===== src/rtl/ambm_pkg.sv =====
// Shared definitions for the approximate Booth multiplier (ambm) accuracy-scoring blocks.
// Holds the operand/product widths, the scoring FSM state type and a saturating adder.
package ambm_pkg;

  localparam int unsigned OPW    = 16;
  localparam int unsigned PROD_W = 2 * OPW;
  localparam int unsigned SAT_W  = 64;

  typedef enum logic [1:0] {
    StIdle,
    StRun,
    StFlush,
    StDone
  } state_e;

  // Adds two values of width w (w <= SAT_W) and clamps the result to all-ones in w bits.
  function automatic logic [SAT_W-1:0] sat_add(input logic [SAT_W-1:0] a,
                                               input logic [SAT_W-1:0] b,
                                               input int unsigned      w);
    logic [SAT_W:0] sum;
    logic [SAT_W:0] lim;
    sum = {1'b0, a} + {1'b0, b};
    lim = ({{SAT_W{1'b0}}, 1'b1} << w) - {{SAT_W{1'b0}}, 1'b1};
    return (sum > lim) ? lim[SAT_W-1:0] : sum[SAT_W-1:0];
  endfunction

endpackage


===== src/rtl/ambm_err_calc.sv =====
// Combinational error terms for one approximate/exact product pair:
// signed difference, its magnitude and a mismatch flag.
module ambm_err_calc
  import ambm_pkg::*;
#(
  parameter int unsigned PW = PROD_W
) (
  input  logic [PW-1:0] approx_product,
  input  logic [PW-1:0] exact_product,
  output logic [PW:0]   diff,
  output logic [PW-1:0] err_abs,
  output logic          mismatch
);

  logic [PW:0] diff_neg;

  always_comb begin
    diff     = {1'b0, approx_product} - {1'b0, exact_product};
    diff_neg = -diff;
    // The magnitude of a PW+1-bit difference of two unsigned PW-bit values always fits in PW bits.
    err_abs  = diff[PW] ? diff_neg[PW-1:0] : diff[PW-1:0];
    mismatch = (err_abs != '0);
  end

endmodule


===== src/rtl/ambm_err_stats.sv =====
// Windowed error statistics for the ambm multiplier: accepts NSAMP product pairs and
// accumulates absolute/signed error sums, maximum error and mismatch count.
module ambm_err_stats
  import ambm_pkg::*;
#(
  parameter int unsigned PW    = PROD_W,
  parameter int unsigned NSAMP = 63,
  parameter int unsigned SUMW  = 48,
  parameter int unsigned CNTW  = 16
) (
  input  logic            clk,
  input  logic            rst_n,
  input  logic            start,
  input  logic            clear,
  input  logic            in_valid,
  output logic            in_ready,
  input  logic [PW-1:0]   approx_product,
  input  logic [PW-1:0]   exact_product,
  output logic            busy,
  output logic            done,
  output logic [SUMW-1:0] err_abs_sum,
  output logic [SUMW-1:0] err_sgn_sum,
  output logic [PW-1:0]   err_max,
  output logic [CNTW-1:0] mismatch_cnt,
  output logic [CNTW-1:0] sample_cnt
);

  state_e state_q, state_d;

  logic            xfer;
  logic            last_xfer;
  logic            restart;

  logic [PW:0]     calc_diff;
  logic [PW-1:0]   calc_abs;
  logic            calc_mm;

  logic            s1_valid_q, s1_valid_d;
  logic [PW:0]     s1_diff_q, s1_diff_d;
  logic [PW-1:0]   s1_abs_q, s1_abs_d;
  logic            s1_mm_q, s1_mm_d;

  logic [SUMW-1:0] abs_sum_q, abs_sum_d;
  logic [SUMW-1:0] sgn_sum_q, sgn_sum_d;
  logic [PW-1:0]   max_q, max_d;
  logic [CNTW-1:0] mm_cnt_q, mm_cnt_d;
  logic [CNTW-1:0] smp_cnt_q, smp_cnt_d;

  ambm_err_calc #(
    .PW (PW)
  ) u_err_calc (
    .approx_product (approx_product),
    .exact_product  (exact_product),
    .diff           (calc_diff),
    .err_abs        (calc_abs),
    .mismatch       (calc_mm)
  );

  assign xfer      = in_valid & in_ready;
  assign last_xfer = xfer && (smp_cnt_q == CNTW'(NSAMP - 1));
  assign restart   = clear || ((state_q == StIdle) && start);

  // FSM state register
  always_ff @(posedge clk or negedge rst_n) begin
    if (!rst_n) begin
      state_q <= StIdle;
    end else begin
      state_q <= state_d;
    end
  end

  // FSM next state
  always_comb begin
    state_d = state_q;
    if (clear) begin
      state_d = StIdle;
    end else begin
      unique case (state_q)
        StIdle:  if (start) state_d = StRun;
        StRun:   if (last_xfer) state_d = StFlush;
        StFlush: if (s1_valid_q) state_d = StDone;
        StDone:  state_d = StIdle;
        default: state_d = StIdle;
      endcase
    end
  end

  // FSM outputs
  always_comb begin
    in_ready = (state_q == StRun) && (smp_cnt_q < CNTW'(NSAMP));
    busy     = (state_q == StRun) || (state_q == StFlush);
    done     = (state_q == StDone);
  end

  // Datapath: stage 1 captures the error terms, stage 2 folds them into the accumulators.
  always_comb begin
    s1_valid_d = xfer;
    s1_diff_d  = s1_diff_q;
    s1_abs_d   = s1_abs_q;
    s1_mm_d    = s1_mm_q;
    abs_sum_d  = abs_sum_q;
    sgn_sum_d  = sgn_sum_q;
    max_d      = max_q;
    mm_cnt_d   = mm_cnt_q;
    smp_cnt_d  = smp_cnt_q;

    if (xfer) begin
      s1_diff_d = calc_diff;
      s1_abs_d  = calc_abs;
      s1_mm_d   = calc_mm;
      smp_cnt_d = smp_cnt_q + CNTW'(1);
    end

    if (s1_valid_q) begin
      abs_sum_d = SUMW'(sat_add(SAT_W'(abs_sum_q), SAT_W'(s1_abs_q), SUMW));
      sgn_sum_d = sgn_sum_q + SUMW'($signed(s1_diff_q));
      max_d     = (s1_abs_q > max_q) ? s1_abs_q : max_q;
      mm_cnt_d  = mm_cnt_q + CNTW'(s1_mm_q);
    end

    if (restart) begin
      s1_valid_d = 1'b0;
      s1_diff_d  = '0;
      s1_abs_d   = '0;
      s1_mm_d    = 1'b0;
      abs_sum_d  = '0;
      sgn_sum_d  = '0;
      max_d      = '0;
      mm_cnt_d   = '0;
      smp_cnt_d  = '0;
    end
  end

  always_ff @(posedge clk or negedge rst_n) begin
    if (!rst_n) begin
      s1_valid_q <= 1'b0;
      s1_diff_q  <= '0;
      s1_abs_q   <= '0;
      s1_mm_q    <= 1'b0;
      abs_sum_q  <= '0;
      sgn_sum_q  <= '0;
      max_q      <= '0;
      mm_cnt_q   <= '0;
      smp_cnt_q  <= '0;
    end else begin
      s1_valid_q <= s1_valid_d;
      s1_diff_q  <= s1_diff_d;
      s1_abs_q   <= s1_abs_d;
      s1_mm_q    <= s1_mm_d;
      abs_sum_q  <= abs_sum_d;
      sgn_sum_q  <= sgn_sum_d;
      max_q      <= max_d;
      mm_cnt_q   <= mm_cnt_d;
      smp_cnt_q  <= smp_cnt_d;
    end
  end

  assign err_abs_sum  = abs_sum_q;
  assign err_sgn_sum  = sgn_sum_q;
  assign err_max      = max_q;
  assign mismatch_cnt = mm_cnt_q;
  assign sample_cnt   = smp_cnt_q;

endmodule


===== config.mk =====
export PLATFORM = sky130hd
export DESIGN_NAME = ambm_err_stats
export DESIGN_NICKNAME = d
export VERILOG_FILES = /design/src/rtl/ambm_pkg.sv /design/src/rtl/ambm_err_calc.sv /design/src/rtl/ambm_err_stats.sv
export SDC_FILE = /design/constraint.sdc
export NUM_CORES = 1
export LEC_CHECK = 0
export ABC_AREA = 1
export ABC_CLOCK_PERIOD_IN_PS = 8200
export BUFFER_PORTS_ARGS = -buffer_cell sky130_fd_sc_hd__buf_2
export CAP_MARGIN = 20
export CORE_MARGIN = 2
export CORE_UTILIZATION = 60
export CTS_BUF_LIST = sky130_fd_sc_hd__clkbuf_8 sky130_fd_sc_hd__clkbuf_16
export CTS_CLUSTER_SIZE = 30
export DETAILED_ROUTE_END_ITERATION = 8
export HOLD_SLACK_MARGIN = 0.03
export PLACE_DENSITY = 0.82
export SYNTH_ARGS = -nofsm -noshare
export SYNTH_HDL_FRONTEND = slang
export SYNTH_SLANG_ARGS = --single-unit

===== constraint.sdc =====
create_clock -name clk -period 8.2 [get_ports clk]
set_input_delay 0.41 -clock clk [delete_from_list [all_inputs] [get_ports clk]]
set_output_delay 0.41 -clock clk [all_outputs]
set_load 0.05 [all_outputs]

==> impl_metrics.yaml, run 1 <==
final_layout:
  drive_above_1_share: 0.125
  multi_input_area_um2: 10900
  syn2layout_area_growth_pct: 13.3
  layout.nets: 3168
  post-route-util: 0.687
  diodes: 0
  register_area_um2: 5710
  fillCellCount: 2684
detailed_routing:
  drt-met1-wl_um: 25200
  wl_per_cell_um: 17.4
  highest_layer: "met4"
  wl_met3_um: 3970
  ant_nets: 0
  wirelength_um: 58600
  drc_errors: 0
  drt-initial-drc-count: 1612
  vias: 19304
  dr_wl_met2_um: 27300
  first_pass_iters: 6
  vias_per_cell: 5.75
global_routing:
  grt_pass1_vias: 17896
  track_usage: 0.357
  grt_max_degree: 113
  antenna_found_initial: 0
  grt_pass1_wl_um: 91300
  grt_overflow: 0
yosys:
  synth-edff-count: 0
  synthFlopType: "dfrtp_1"
  syn_inst: 2721
  synthesis.nets: 2945
  synth_warnings: 0
  ys_seq_area_frac: 0.309
  syn-cell-area_um2: 18500
  synthDistinctLibCells: 57
  async_flop_share: 1.00
  synth-seq-cells: 228
  syn_avg_cell_area_um2: 6.78
die:
  core_area_um2: 30400
  io_pins: 232
  initial_core_util: 0.606
  die_area_um2: 32200
  rows: 64
  dieHeight_um: 179
  die_width_um: 179
critical_path:
  worst_path_dominant_cell_family: "compound AO/OA/AOI/OAI gates"
  path_class: "register to register"
  cp_max_fo: 33
  crit_path_top_delay_cell: "inv_1"
  cpMostUsedCell: "inv_1"
  critPathArrivalTime_ns: 4.69
  cp-start-kind: "register"
  end_kind: "register"
  required_ns: 8.65
  path_cells: "ha_1 > inv_1 > fa_1 > o21ai_1 > a21oi_1 > o21a_1 > o21ai_2 > nand3_1 > nand3_1 > a21oi_1 > inv_1 > nand4_2 > inv_1 > o21ai_0 > o21ai_0"
  path_buf_inv: 3
  critPathMaxStageDelay_ns: 0.94
timing:
  tightest_slew_ns: 1.18
  slew_headroom: 0.215
  rsz0062_at_grt: "false"
  fin_worst_skew_ns: 0.0111
  hold_violations: 0
  finalCritPeriodShare: 0.518
  setup_ws_ns: 3.95
  final-setup-viol-count: 0
  maxClockFrequency_mhz: 235
  setup_tns_ns: 0
  slew_viol_final: 0
  finalCriticalPeriod_ns: 4.25
  hold_slack_ns: 0.0663
clock_network:
  post_cts_resized: 0
  htreeDepth: 1
  postCtsSetupRepairBufs: 0
  cts.clk_slew.worst_paths_ns: 0.06
  clk_latency_ns: 0.54
  clock_path_buffers: 3
  cts_root_buf: "clkbuf_16"
  clock-sinks: 228
  cts_buffers: 26
  cts_tree: "done"
hold_path:
  hold_path.class: "primary input to register"
place:
  gp_congestion: 1.06
  pre_cts_slack_ns: 4.05
  dp_hpwl_um: 46400
  portBuffers: 231
power:
  p_leak_nw: 11.8
  vdd_drop_max_mv: 0.148
  power.density_nw_per_um2: 159
  design_power_total_w: 0.00332
job:
  drv_cap: 0
outcome:
  outcome: "finished, final reports clean"
==> Yosys cell counts, types with 4 or more instances <==
cell       number  area (um^2)
a21o_1         11         82.6
a21oi_1       197          986
a21oi_2         4         35.0
a22o_1          6         52.6
a31oi_1        36          225
a32o_1          4         40.0
buf_2           5         25.0
clkbuf_1       38          143
clkinv_1        5         18.8
dfrtp_1       228         5710
ha_1          152         1900
inv_1         421         1580
inv_2          14         52.6
nand2_1       733         2750
nand2_2        33          206
nand3_1       109          546
nand3_2         8         80.1
nand3b_1        5         37.5
nand4_1        28          175
nor2_1        231          867
nor2_2         16          100
nor3_1         22          110
nor4_1         10         62.6
o2111ai_1       5         43.8
o211ai_1        5         37.5
o21a_1         11         82.6
o21ai_0       187          936
o21bai_1        6         45.0
o22ai_1        62          388
o31ai_1        13         97.6
or2_2           4         25.0
xnor2_1        10         87.6
xor2_1         60          526
==> per-layer routing <==
metal | track usage | up-vias
met2 | 0.599 | 793
met1 | 0.475 | 9031
met3 | 0.0420 | 128
met5 | 0 | -
li1 | - | 9352
met4 | 0.136 | 0
==> final cells by class <==
type,instances,area share
timing repair buffer,244,0.0609
multi-input combinational,2004,0.521
tap,396,0.0237
clock inverter,17,0.00742
clock buffer,31,0.0350
sequential,228,0.273
inverter,440,0.0790
==> per-stage QoR <==
| step | area (um^2) | instances |
|---|---|---|
| finish | 20900 | 3360 |
| global route | 20900 | 3360 |
| CTS | 20900 | 3359 |
| detailed placement | 20000 | 3310 |
| global placement | 20000 | 3310 |
| floorplan | 18500 | 2721 |
==> flip-flops by register name, summed over array words and instances (netlist names) <==
name and flops:
err_sgn_sum 48, s1_diff_q 33, mismatch_cnt 16, err_abs_sum 48
state_q 2, err_max 32, s1_valid_q 1, s1_abs_q 31
sample_cnt 16, s1_mm_q 1
==> cell families after synthesis <==
group	count (synthesis)	share of synthesized area
simple gates	1213	0.275
compound gates	563	0.172
buf+inv	489	0.101
flops	228	0.309
fa+ha+maj	155	0.106
xor+xnor	73	0.0359
==> power by group <==
part           internal [W]  total (W)  switching [W]  leakage [nW]
sequential          0.00116    0.00121      0.0000441          3.18
clock              0.000723    0.00120       0.000474         0.473
combinational      0.000263   0.000912       0.000649          8.13
total               0.00215    0.00332        0.00117          11.8
==> placed cells by master (no fill, tap or decap), types with 27 or more instances in the layout <==
| cell | Yosys | final |
|---|---|---|
| nand2_1 | 733 | 733 |
| nand4_1 | 28 | 28 |
| a21oi_1 | 197 | 197 |
| dfrtp_1 | 228 | 228 |
| nor2_1 | 231 | 229 |
| a31oi_1 | 36 | 36 |
| nand2_2 | 33 | 33 |
| xor2_1 | 60 | 60 |
| inv_1 | 421 | 431 |
| buf_2 | 5 | 230 |
| clkbuf_16 | 0 | 27 |
| nand3_1 | 109 | 109 |
| o21ai_0 | 187 | 187 |
| o22ai_1 | 62 | 62 |
| ha_1 | 152 | 152 |
==> timing repair <==
item | CTS | global route
hold buffers | 1 | 0
hold endpoints to repair | 83 | 0
endpoints found under the setup margin | 0 | 0
==> worst paths after layout <==
path | slack [ns] | startpoint | cells after the start | endpoint
setup / recovery | 3.95 | err_abs_sum[0]$_DFFE_PN0P_ | 15 | err_abs_sum[37]$_DFFE_PN0P_
hold reg to reg | 0.47 | mismatch_cnt[15]$_DFFE_PN0P_ | 1 | mismatch_cnt[15]$_DFFE_PN0P_
hold / removal | 0.07 | clear | 2 | state_q[0]$_DFFE_PN0P_
max in group asynchronous | 6.27 | rst_n | 3 | err_max[7]$_DFFE_PN0P_
min in group asynchronous | 0.46 | rst_n | 2 | err_sgn_sum[44]$_DFFE_PN0P_
setup reg to reg | 3.95 | err_abs_sum[0]$_DFFE_PN0P_ | 15 | err_abs_sum[37]$_DFFE_PN0P_
No activity file was read; power rests on OpenSTA's default activity.
==> inputs of run 2 (changes only) <==
Settings changed: ABC_AREA 1 to 0, ABC_CLOCK_PERIOD_IN_PS 8200 to 3800, CORE_UTILIZATION 60 to 54, PLACE_DENSITY 0.82 to 0.78.
Clock period 8.2 ns to 3.8 ns, I/O delays scaled along.
==> run 2 against run 1 <==
Compared with the run above: clock skew is 0.012 ns higher; synthesized cell count down 25%; global-route usage down 6.7 points; design area up 2.9%; worst setup slack lost 3.9 ns.
==> impl_metrics.yaml, run 2 <==
outcome:
  outcome: "finished, final reports clean"
yosys:
  yosysMostFrequentCell: "nor2_1"
  synthDistinctLibCells: 97
  synth-edff-count: 0
  synthesis.nets: 2261
  syn-cell-area_um2: 17400
  syn_inst: 2037
  yosysTopAreaCell: "dfrtp_1"
  netlist_top_cells_area: "dfrtp_1, ha_1, nor2_1"
  synth_warnings: 0
  async_flop_share: 1.00
  ys_seq_area_frac: 0.327
  synth-seq-cells: 228
  syn_avg_cell_area_um2: 8.56
  synthFlopType: "dfrtp_1"
  yosysTopAreaCellShare: 0.327
  synthTopCellsByCount: "nor2_1, dfrtp_1, a21oi_1, ha_1, nand2_1"
global_routing:
  antenna_found_initial: 0
  grt_pass1_wl_um: 80800
  track_usage: 0.291
  grt_pass1_vias: 16073
  grt_max_degree: 137
  grt_overflow: 0
final_layout:
  post-route-util: 0.678
  diodes: 0
  syn2layout_area_growth_pct: 23.3
  multi_input_area_um2: 11200
  final_common_cell: "nor2_1"
  fillCellCount: 2589
  final_cell_mix: "nor2_1, buf_2, dfrtp_1"
  final_cells: 2835
  layout.nets: 2637
  drive_above_1_share: 0.231
  register_area_um2: 5710
die:
  dieHeight_um: 184
  io_pins: 232
  initial_core_util: 0.550
  core_area_um2: 31700
  die_width_um: 184
  die_area_um2: 33800
  rows: 65
timing:
  hold_violations: 0
  slew_headroom: 0.303
  slew_viol_final: 0
  final-setup-viol-count: 0
  tightest_slew_ns: 1.05
  rsz0062_at_grt: "true"
  finalCritPeriodShare: 0.984
  fin_worst_skew_ns: 0.0235
  maxClockFrequency_mhz: 268
  finalCriticalPeriod_ns: 3.74
job:
  drv_cap: 0
clock_network:
  cts_root_buf: "clkbuf_16"
  cts_buffers: 26
  htreeDepth: 1
  clk_latency_ns: 0.56
  cts_tree: "done"
  cts.clk_slew.worst_paths_ns: 0.07
  clock-sinks: 228
  clock_path_buffers: 3
critical_path:
  cp_max_fo: 4
  path_buf_inv: 3
  critPathArrivalTime_ns: 4.17
  reg2reg_slack_ns: 0.16
  end_kind: "register"
  crit_path_top_delay_cell: "or4b_4"
  worst_path_dominant_cell_family: "simple AND/OR/NAND/NOR gates"
  critPathMaxStageDelay_ns: 0.51
  path_class: "primary input to register"
  cp-start-kind: "primary input"
  required_ns: 4.23
  cpMostUsedCell: "nor4_4"
  path_cells: "buf_8 > inv_12 > ha_4 > inv_2 > fa_2 > a211oi_4 > o211ai_2 > and4_4 > or4_4 > a22oi_4 > and4bb_4 > nand2_4 > nor4_4 > o32ai_2 > or4_1 > or4b_4 > nor4_4 > a21oi_1"
power:
  power.density_nw_per_um2: 388
  p_leak_nw: 11.0
  vdd_drop_max_mv: 0.350
detailed_routing:
  drc_errors: 0
  wirelength_um: 50500
  first_pass_iters: 8
  drt-initial-drc-count: 1194
  vias_per_cell: 5.95
  vias: 16862
  wl_per_cell_um: 17.8
  ant_nets: 0
place:
  portBuffers: 231
  dp_hpwl_um: 38100
  placed_cells: 2778
  gp_congestion: 0.938
hold_path:
  hold_path.class: "primary input to register"
-- run 2: changes by cell type after synthesis, sizes merged, moves of 72 or more --
cell,before,now
mux2i,0,73
nand2,766,150
o21ai,190,118
nand3,117,42
xnor2,10,83
inv,435,98
-- run 2: worst reg2reg max path, cell delays in order (launching register included) --
cell and delay, ns:
dfrtp_1 0.39, buf_4 0.15, ha_1 0.21, fa_1 0.43, a21o_1 0.18, a21oi_1 0.27
o21a_1 0.18, o21a_1 0.17, nor3_1 0.10, o2111ai_1 0.26, a21oi_1 0.21, a211oi_1 0.49
o31ai_1 0.16, xnor2_1 0.18, o22ai_1 0.11
-- run 2: worst paths after layout --
check / start / to / cells after the start
setup / recovery: approx_product[0] / s1_mm_q$_DFFE_PN0P_ / 18
setup reg to reg: s1_diff_q[0]$_DFFE_PN0P_ / err_sgn_sum[40]$_DFFE_PN0P_ / 14
hold / removal: start / s1_abs_q[22]$_DFFE_PN0P_ / 4
max in group asynchronous: rst_n / s1_abs_q[15]$_DFFE_PN0P_ / 3
hold reg to reg: sample_cnt[15]$_DFFE_PN0P_ / sample_cnt[15]$_DFFE_PN0P_ / 1
min in group asynchronous: rst_n / mismatch_cnt[10]$_DFFE_PN0P_ / 2
-- run 2: area by class of cell --
cell class / instances / area share
Clock inverter: 16 / 0.00954
Tap cell: 402 / 0.0234
Timing Repair Buffer: 444 / 0.130
Clock buffer: 32 / 0.0341
Sequential cell: 228 / 0.265
Inverter: 99 / 0.0179
Multi-Input combinational cell: 1614 / 0.520
-- run 2: where the power goes --
| group | internal [W] | switching [W] | total, W |
|---|---|---|---|
| combinational | 0.00114 | 0.00178 | 0.00291 |
| sequential | 0.00255 | 0.000177 | 0.00272 |
| clock | 0.00164 | 0.00108 | 0.00272 |
-- run 2: kinds of logic (layout without fill, tap and decap cells) --
family          after synthesis  in the layout  synth area share
compound gates              579            579             0.214
xor+xnor                    138            138            0.0712
fa+ha+maj                   155            155             0.112
buf+inv                     195            591            0.0438
flops                       228            228             0.327
mux                          75             75            0.0432
simple gates                667            667             0.189
-- run 2: metrics by stage --
| step | area (um^2) | power, W | setup WS, ns | hold WS [ns] | TNS, ns |
|---|---|---|---|---|---|
| after global routing | 21500 | 0.00874 | -0.132 | 0.103 | -0.547 |
| final | 21500 | 0.00836 | 0.0623 | 0.0811 | 0 |
| after detailed placement | 20400 | 0.00559 | -0.662 | 0.398 | -2.67 |
| after floorplan | 17500 | 0.00455 | -0.450 | -0.106 | -0.450 |
| after CTS | 21400 | 0.00832 | 0.0250 | 0.0706 | 0 |
| after global placement | 20400 | 0.00552 | -0.647 | 0.387 | -1.96 |
-- run 2: routing by layer --
metal / GRT usage / share of wire / up-vias
met5: 0 / 0 / -
met4: 0.0858 / 0.030 / 0
met3: 0.0301 / 0.053 / 99
met2: 0.505 / 0.49 / 504
met1: 0.383 / 0.43 / 8155
li1: - / - / 8104
-- run 2: repair_timing --
action                                  in CTS  in global routing
gates cloned                                 0                  0
hold buffers                                 3                  0
endpoints found under the setup margin      42                 51
resized for setup                            7                 30
pin swaps                                    6                  8
buffers inserted                             0                  6
hold endpoints to repair                   137                  0
